==> config.mk <==
export PLATFORM = sky130hd
export DESIGN_NAME = audio_note_sequencer
export DESIGN_NICKNAME = d
export VERILOG_FILES = /design/src/rtl/audio_note_sequencer.sv
export SDC_FILE = /design/constraint.sdc
export NUM_CORES = 1
export LEC_CHECK = 0
export ABC_AREA = 1
export CORE_AREA = 4 4 72 74
export DETAILED_ROUTE_END_ITERATION = 8
export DIE_AREA = 0 0 76 78
export PLACE_DENSITY = 0.79
export SETUP_SLACK_MARGIN = 0.2
export SLEW_MARGIN = 15
export SYNTH_ARGS = -nofsm -noshare
export SYNTH_HDL_FRONTEND = slang
export SYNTH_SLANG_ARGS = --single-unit
==> constraint.sdc <==
create_clock -name clk -period 3.01 [get_ports clk]
set_input_delay 0.301 -clock clk [delete_from_list [all_inputs] [get_ports clk]]
set_output_delay 0.301 -clock clk [all_outputs]
set_load 0.03 [all_outputs]
==> src/rtl/audio_note_sequencer.sv <==
// Tempo-driven 16-step note scheduler feeding the square-wave tone generator.
// Latency: note/octave/step/strobe register on the same edge the FSM enters NOTE; gate/busy decode from state.
// No backpressure: the sequencer free-runs on the tempo tick; enable low stops it on the next edge.
//
// Ports:
//   clk, rst_n       clock, asynchronous active-low reset
//   enable           1 = play, 0 = stop at the next edge
//   audio_select[1:0] pattern: 0 chromatic up, 1 chromatic down, 2 arpeggio, 3 silence
//   note[3:0]        semitone within octave (0..11)
//   octave[2:0]      octave index (0..5)
//   gate             tone generator should sound
//   note_strobe      one-cycle pulse when note/octave/step take a new value
//   step[3:0]        current pattern step
//   busy             sequencer is not idle
module audio_note_sequencer #(
    parameter int TICK_DIV   = 1500000,
    parameter int NOTE_TICKS = 8,
    parameter int GAP_TICKS  = 1,
    parameter int BASE_OCT   = 1
) (
    input  logic       clk,
    input  logic       rst_n,
    input  logic       enable,
    input  logic [1:0] audio_select,
    output logic [3:0] note,
    output logic [2:0] octave,
    output logic       gate,
    output logic       note_strobe,
    output logic [3:0] step,
    output logic       busy
);

    localparam int DIV_W = $clog2(TICK_DIV);
    localparam int TCK_W = $clog2(NOTE_TICKS);

    typedef enum logic [1:0] {
        IDLE = 2'd0,
        NOTE = 2'd1,
        GAP  = 2'd2
    } state_t;

    state_t             state_q, state_d;
    logic [DIV_W-1:0]   div_q, div_d;
    logic [TCK_W-1:0]   tcnt_q, tcnt_d;
    logic [3:0]         step_q, step_d;
    logic [3:0]         note_q, note_d;
    logic [2:0]         oct_q, oct_d;
    logic               strobe_q, strobe_d;

    logic               tick;
    logic [3:0]         entry_step;
    logic [4:0]         arp_base;
    logic [4:0]         semi;
    logic [3:0]         map_note;
    logic [1:0]         oct_inc;
    logic [3:0]         oct_sum;
    logic [2:0]         map_oct;

    assign tick = (div_q == DIV_W'(TICK_DIV - 1));

    // Step that the next NOTE entry will present: a fresh start from IDLE
    // always begins at step 0, otherwise advance (wrapping 15 -> 0).
    assign entry_step = (state_q == IDLE) ? 4'd0 : step_q + 4'd1;

    // Semitone for the entry step, using the live select since it is only
    // consumed at a note boundary.
    always_comb begin
        arp_base = 5'd0;
        semi     = 5'd0;
        case (entry_step[1:0])
            2'd0:    arp_base = 5'd0;
            2'd1:    arp_base = 5'd4;
            2'd2:    arp_base = 5'd7;
            default: arp_base = 5'd12;
        endcase
        case (audio_select)
            2'd0:    semi = {1'b0, entry_step};
            2'd1:    semi = {1'b0, 4'd15 - entry_step};
            default: semi = arp_base + (entry_step[2] ? 5'd12 : 5'd0);
        endcase
    end

    // Semitone range is 0..24, so two compare/subtract stages cover it.
    always_comb begin
        map_note = 4'd0;
        oct_inc  = 2'd0;
        if (semi >= 5'd24) begin
            map_note = 4'(semi - 5'd24);
            oct_inc  = 2'd2;
        end else if (semi >= 5'd12) begin
            map_note = 4'(semi - 5'd12);
            oct_inc  = 2'd1;
        end else begin
            map_note = semi[3:0];
            oct_inc  = 2'd0;
        end
        oct_sum = 4'(BASE_OCT) + {2'b00, oct_inc};
        map_oct = (oct_sum > 4'd5) ? 3'd5 : oct_sum[2:0];
    end

    always_comb begin
        state_d  = state_q;
        div_d    = div_q;
        tcnt_d   = tcnt_q;
        step_d   = step_q;
        note_d   = note_q;
        oct_d    = oct_q;
        strobe_d = 1'b0;

        case (state_q)
            IDLE: begin
                if (enable && audio_select != 2'd3) begin
                    state_d  = NOTE;
                    div_d    = '0;
                    tcnt_d   = '0;
                    step_d   = entry_step;
                    note_d   = map_note;
                    oct_d    = map_oct;
                    strobe_d = 1'b1;
                end
            end
            NOTE: begin
                div_d = tick ? '0 : div_q + 1'b1;
                if (tick) begin
                    if (tcnt_q == TCK_W'(NOTE_TICKS - GAP_TICKS - 1)) begin
                        state_d = GAP;
                        tcnt_d  = '0;
                    end else begin
                        tcnt_d = tcnt_q + 1'b1;
                    end
                end
            end
            GAP: begin
                div_d = tick ? '0 : div_q + 1'b1;
                if (tick) begin
                    if (tcnt_q == TCK_W'(GAP_TICKS - 1)) begin
                        tcnt_d = '0;
                        div_d  = '0;
                        if (audio_select == 2'd3) begin
                            state_d = IDLE;
                        end else begin
                            state_d  = NOTE;
                            step_d   = entry_step;
                            note_d   = map_note;
                            oct_d    = map_oct;
                            strobe_d = 1'b1;
                        end
                    end else begin
                        tcnt_d = tcnt_q + 1'b1;
                    end
                end
            end
            default: state_d = IDLE;
        endcase

        // Stop overrides everything; displayed note/step are held.
        if (!enable) begin
            state_d  = IDLE;
            div_d    = '0;
            tcnt_d   = '0;
            step_d   = step_q;
            note_d   = note_q;
            oct_d    = oct_q;
            strobe_d = 1'b0;
        end
    end

    always_ff @(posedge clk or negedge rst_n) begin
        if (!rst_n) begin
            state_q  <= IDLE;
            div_q    <= '0;
            tcnt_q   <= '0;
            step_q   <= 4'd0;
            note_q   <= 4'd0;
            oct_q    <= 3'd0;
            strobe_q <= 1'b0;
        end else begin
            state_q  <= state_d;
            div_q    <= div_d;
            tcnt_q   <= tcnt_d;
            step_q   <= step_d;
            note_q   <= note_d;
            oct_q    <= oct_d;
            strobe_q <= strobe_d;
        end
    end

    assign note        = note_q;
    assign octave      = oct_q;
    assign step        = step_q;
    assign note_strobe = strobe_q;
    assign gate        = (state_q == NOTE);
    assign busy        = (state_q != IDLE);

endmodule

==> results.tsv, run 1 <==
metric	value	unit
outcome	complete, no violations	
Placeable Area	4600	sq um
clk slew on worst S/H paths	0.08	ns
Non-Filler Instances	428	
initial core utilization	56.5	%
Synth area leaders	dfrtp_1, nand2_1, inv_1	
Post-Syn Area per Cell	7.45	sq um
grt ovf	0	
Critical Path Sink Type	flip-flop	
Setup TNS	0	ns
global-route usage over all layers	19.7	%
Die Width	76	um
Distinct cells, synth	30	
Period minus WS final	2.62	ns
initial antenna violation count	0	
Post-DP HPWL	4070	um
I/O pin count	19	
biggest area consumer among synthesized cells	dfrtp_1	
hold_ws	0.114	ns
fin nets	391	
max_cap viols	0	
Post-synth EDFFs	0	
CTS HTree Levels	2	
area grow syn2layout	13.2	%
clock sink count	38	
synthesized instance count	349	
Top FF cell, synth	dfrtp_1	
Root Buffer	clkbuf_8	
die height	78	um
WP data arrival	2.86	ns
PortBufs	18	
Final Cell Area	2940	sq um
total number of vias	2291	
Hold WC Path Type	in2async	
endpoints failing setup	0	
mapped cell area	2600	sq um
n_diodes	0	
worst skew pair latency	0.29	ns
f_max	0.382	GHz
cts bufs inserted	5	
maximum clock path buffer count	2	
CTS Hold Bufs	0	
DRT iter0 DRCs	127	
synth warn	0	
routed vias/inst	5.35	
wire per inst	12.6	um
critical path class	reg2reg	
#FFs+latches synth	38	
Worst setup SP type	flip-flop	
remaining antenna violation count	0	
Hold Fails Final Rpt	0	
Max rail drop VDD	0.301	mV
Routed Wire Length	5410	um
Fin Clk Skew	0.00766	ns
Leakage	1.29	nW
CTS tree	done	
drc violations	0	
Fill cells	412	
worst rel slew slack	42.5	%
Synth async-reset ratio	100	%
GP Congestion	0.880	
Post-Place Cells	417	
Slew @ Worst Pin	0.862	ns
Crit Path Max Fanout	6	
pwr/cell area	738	nW/um^2
final worst path period share	87.1	%
share of the synthesized area in the top cell type	36.6	%
Final Max Slew Viols	0	
sequential-to-total area share from yosys stat	36.6	%
unrepaired setup endpoints after global routing	false	
Final Util	64.0	%
first drt pass iteration count	5	
first-pass GRT wire length	9660	um
vias in the first global route	2172	
layout cell share with drive strength beyond 1	16.0	%
Worst Path Required	3.25	ns
syn nets	367	
Rows	25	
DIE AREA	5930	sq um
Area after DPL	2800	sq um
largest net degree at the start of global routing	39	
==> power by group <==
group / internal [mW] / total (mW) / switching, mW
combinational: 0.389 / 1.13 / 0.740
sequential: 0.599 / 0.672 / 0.0736
clock: 0.185 / 0.369 / 0.184
total: 1.17 / 2.17 / 0.998
==> cells in the final DEF (no fill, tap or decap), types with 3 or more instances in the layout <==
master / count
nand2_2: 10
buf_4: 3
ha_1: 11
inv_2: 9
clkbuf_8: 6
nand3_1: 32
nor3_2: 6
nor2_4: 4
nand2_1: 85
nor3_1: 8
nand4_1: 14
o21ai_2: 5
o21ai_0: 10
dfrtp_1: 37
nor2_1: 32
a21oi_1: 12
clkdlybuf4s50_1: 17
inv_1: 44
a31oi_1: 3
o21ai_1: 3
==> per-stage QoR <==
step / setup WS [ns] / power [mW]
after floorplan: 0.357 / 1.45
after global placement: 0.291 / 1.72
after detailed placement: 0.171 / 1.74
after CTS: 0.231 / 2.12
after global routing: 0.203 / 2.36
final: 0.390 / 2.17
==> flip-flops by register name, summed over array words and instances, names as in the netlist <==
register / count
div_q: 21
note_strobe: 1
state_q: 2
octave: 3
note: 4
tcnt_q: 3
step: 4
==> layout make-up <==
| type | instances | area (sq um) | share of cell area (%) |
|---|---|---|---|
| Inverter | 54 | 205 | 6.97 |
| Multi-Input combinational cell | 253 | 1430 | 48.6 |
| Clock buffer | 7 | 86.3 | 2.93 |
| Timing Repair Buffer | 21 | 198 | 6.72 |
| Tap cell | 54 | 67.6 | 2.30 |
| Sequential cell | 38 | 952 | 32.4 |
| Clock inverter | 1 | 5.00 | 0.170 |
==> synth_stat cells, types with 2 or more instances <==
| cell | n |
|---|---|
| nor3_2 | 6 |
| xor2_1 | 2 |
| o21ai_2 | 5 |
| nor2_2 | 3 |
| a21oi_2 | 2 |
| dfrtp_1 | 38 |
| nor2_1 | 32 |
| nand3_1 | 32 |
| a31oi_1 | 3 |
| nand4_1 | 14 |
| nand2_2 | 7 |
| buf_6 | 3 |
| a21oi_1 | 12 |
| nor2_4 | 3 |
| nor3_1 | 8 |
| o21ai_0 | 11 |
| nor3_4 | 2 |
| ha_1 | 12 |
| nand3_2 | 2 |
| nand2_1 | 88 |
| inv_1 | 47 |
| nand2_4 | 2 |
| inv_2 | 7 |
| o21ai_1 | 2 |
==> final timing paths <==
path / start / endpoint / slack, ns / depth (start not counted)
max in group asynchronous: rst_n / step[0]$_DFFE_PN0P_ / 2.31 / 1
worst max-delay path: step[0]$_DFFE_PN0P_ / note[2]$_DFFE_PN0P_ / 0.39 / 17
min in group clk: note[0]$_DFFE_PN0P_ / note[0]$_DFFE_PN0P_ / 0.49 / 2
worst max register to register: step[0]$_DFFE_PN0P_ / note[2]$_DFFE_PN0P_ / 0.39 / 17
worst min register to register: note[0]$_DFFE_PN0P_ / note[0]$_DFFE_PN0P_ / 0.49 / 2
worst min-delay path: rst_n / tcnt_q[2]$_DFFE_PN0P_ / 0.11 / 1
==> cell families after synthesis <==
| logic type | after synthesis | share of synthesized area [%] |
|---|---|---|
| AND/OR/NAND/NOR | 199 | 37.3 |
| buffers and inverters | 58 | 9.39 |
| AO/OA/AOI/OAI | 38 | 9.15 |
| flip-flops | 38 | 36.6 |
| adder cells (fa/ha/maj) | 13 | 6.55 |
| XOR/XNOR | 3 | 1.01 |
==> critical path, stage by stage, from the launching register on <==
cell     delay, ns
dfrtp_2       0.44
ha_1          0.33
nand2_2       0.11
inv_1         0.08
o21ai_1       0.17
fa_1          0.43
nand2_1       0.07
inv_1         0.06
nor2_2        0.15
ha_1          0.16
nand2_1       0.06
nor2_1        0.09
nor2_1        0.05
nand2_2       0.10
nand2_1       0.08
nand2_1       0.07
nand3_1       0.06
nand2_1       0.06
==> routing by layer <==
layer	global-route usage, %	routed length (um)
met2	32.4	2680
met5	0	0
met3	4.18	237
met4	7.30	52
met1	25.5	2440
==> repair_timing <==
action	CTS	global route
hold endpoints to repair	0	0
setup endpoints to repair	3	4
gates resized for setup	2	10
setup buffers	0	3
No activity file was read; power rests on OpenSTA's default activity.
==> inputs of run 2 (changes only) <==
Settings changed: ABC_CLOCK_PERIOD_IN_PS set to 3010.
==> results of run 2 <==
The final DEF is identical to that of run 1; final timing and power are the same.
==> inputs of run 3 (changes only) <==
Settings changed: ABC_CLOCK_PERIOD_IN_PS 3010 to 2720, RECOVER_POWER set to 50, SLEW_MARGIN 15 to 20.
Clock period 3.01 ns to 2.72 ns, I/O delays scaled along.
==> run 3 against run 2 <==
Compared with the run above: via count increased by 4.8%; critical endpoint unchanged; the run now ends with capacitance limit, slew limit left; die area unchanged; worst hold slack improved by 0.37 ns; clock skew increased by 0.0065 ns.
==> results.tsv, run 3 (synthesized netlist as in run 1, its figures left out) <==
metric	value	unit
outcome	complete, but fails checks	
failing checks	capacitance limit, slew limit	
layout cell share with drive strength beyond 1	22.4	%
Post-DP HPWL	4280	um
GP Congestion	0.890	
final worst path period share	92.4	%
unrepaired setup endpoints after global routing	true	
CTS tree	done	
max_cap viols	1	
Fin Clk Skew	0.0141	ns
WP data arrival	2.71	ns
Root Buffer	clkbuf_8	
maximum clock path buffer count	2	
Placeable Area	4600	sq um
CTS HTree Levels	2	
remaining antenna violation count	0	
Area after DPL	2820	sq um
Worst setup SP type	flip-flop	
CTS Hold Bufs	0	
Die Width	76	um
Routed Wire Length	5960	um
FF-to-FF End	note[2]$_DFFE_PN0P_	
HP Start	octave[0]$_DFFE_PN0P_	
worst setup margin	0.206	ns
die height	78	um
Final Util	67.7	%
DRT iter0 DRCs	118	
Slowest-stage cell, CP	fa_1	
worst skew pair latency	0.30	ns
Final Cell Area	3110	sq um
critical path class	reg2reg	
largest delay contributor family on the critical path	simple AND/OR/NAND/NOR gates	
Hold WC Path Type	reg2reg	
Critical Path Sink Type	flip-flop	
cts bufs inserted	5	
reg-to-reg startpoint	step[1]$_DFFE_PN0P_	
pwr/cell area	852	nW/um^2
grt ovf	0	
PortBufs	18	
worst rel slew slack	-39.4	%
wire per inst	13.5	um
global-route usage over all layers	21.8	%
cell chain of the critical path	ha_4 > nand2_2 > nand2_4 > nor2_4 > inv_2 > fa_1 > nand2_1 > inv_2 > nor2_4 > ha_4 > nand2_2 > nor2_1 > nor2_1 > nand2_2 > nand2_2 > nand2_1 > nand3_1 > nand2_1	
initial core utilization	56.5	%
commonest non-fill, non-tap cell in the layout	nand2_1	
total number of vias	2401	
clock sink count	38	
clk slew on worst S/H paths	0.08	ns
Hold Fails Final Rpt	0	
Leakage	1.37	nW
endpoints failing setup	0	
Final Max Slew Viols	39	
routed vias/inst	5.43	
fin nets	405	
reg2reg setup slack	0.21	ns
I/O pin count	19	
Rows	25	
f_max	0.398	GHz
Biggest register	div_q	
drc violations	0	
Most common cell on crit path	nand2_2	
initial antenna violation count	0	
first-pass GRT wire length	10600	um
Period minus WS final	2.51	ns
Buf/Inv on CP	2	
Hold Path End	octave[0]$_DFFE_PN0P_	
Max rail drop VDD	0.367	mV
worst slack at placement	-0.0740	ns
Slew @ Worst Pin	2.09	ns
DIE AREA	5930	sq um
R2R cell count	18	
first drt pass iteration count	5	
Crit Path Max Fanout	4	
n_diodes	0	
CP max stage delay	0.56	ns
commonest non-fill, non-tap cells in the layout	nand2_1, inv_1, dfrtp_1	
Worst Hold Depth	2	
Worst Path Required	2.92	ns
max reg flops	21	
vias in the first global route	2408	
area grow syn2layout	19.7	%
largest net degree at the start of global routing	39	
[run 3: worst max path at each step]
stage | start | endpoint | depth (start not counted)
2_1_floorplan | step[0]$_DFFE_PN0P_ | note[2]$_DFFE_PN0P_ | 16
3_3_place_gp | state_q[0]$_DFFE_PN0P_ | note[2]$_DFFE_PN0P_ | 18
3_5_place_dp | state_q[0]$_DFFE_PN0P_ | note[2]$_DFFE_PN0P_ | 18
4_1_cts | state_q[1]$_DFFE_PN0P_ | note[2]$_DFFE_PN0P_ | 19
5_1_grt | state_q[1]$_DFFE_PN0P_ | note[2]$_DFFE_PN0P_ | 19
6_report | step[1]$_DFFE_PN0P_ | note[2]$_DFFE_PN0P_ | 18
[run 3: through the flow]
step	hold slack, ns	TNS [ns]	instances	total power [mW]
CTS	0.111	0	440	2.61
finish	0.485	0	442	2.65
global placement	0.427	0	418	1.93
global route	0.530	0	442	2.85
floorplan	-0.0236	0	349	1.62
detailed placement	0.428	-0.150	418	1.97
[run 3: repair_timing]
item | in CTS | in global routing
endpoints found under the setup margin | 4 | 4
pin swaps | 10 | 7
buffers inserted | 14 | 2
gates resized for setup | 19 | 7
[run 3: layer usage]
metal  vias up  wire length, um  track usage (%)
met5         -                0                0
met2        74             2970             37.7
met3        13              305             4.87
li1       1201                -                -
met4         0              116             9.79
met1      1113             2570             25.7
[run 3: power breakdown]
group / switching [mW] / leakage [nW] / internal (mW)
clock: 0.204 / 0.0482 / 0.205
sequential: 0.0699 / 0.512 / 0.664
combinational: 0.937 / 0.812 / 0.573
[run 3: worst register-to-register path: stages, from the launching register on]
cell and delay [ns]:
dfrtp_2 0.43, ha_4 0.17, nand2_2 0.07, nand2_4 0.05
nor2_4 0.11, inv_2 0.07, fa_1 0.56, nand2_1 0.07
inv_2 0.09, nor2_4 0.05, ha_4 0.17, nand2_2 0.06
nor2_1 0.04, nor2_1 0.14, nand2_2 0.11, nand2_2 0.08
nand2_1 0.05, nand3_1 0.06, nand2_1 0.05
[run 3: area by class of cell]
| cell class | count | area, sq um |
|---|---|---|
| Clock buffer | 7 | 86.3 |
| Sequential cell | 38 | 953 |
| Inverter | 54 | 210 |
| Multi-Input combinational cell | 253 | 1490 |
| Clock inverter | 1 | 5.00 |
| Timing Repair Buffer | 35 | 302 |
| Fill cell | 372 | 1490 |
| Tap cell | 54 | 67.6 |
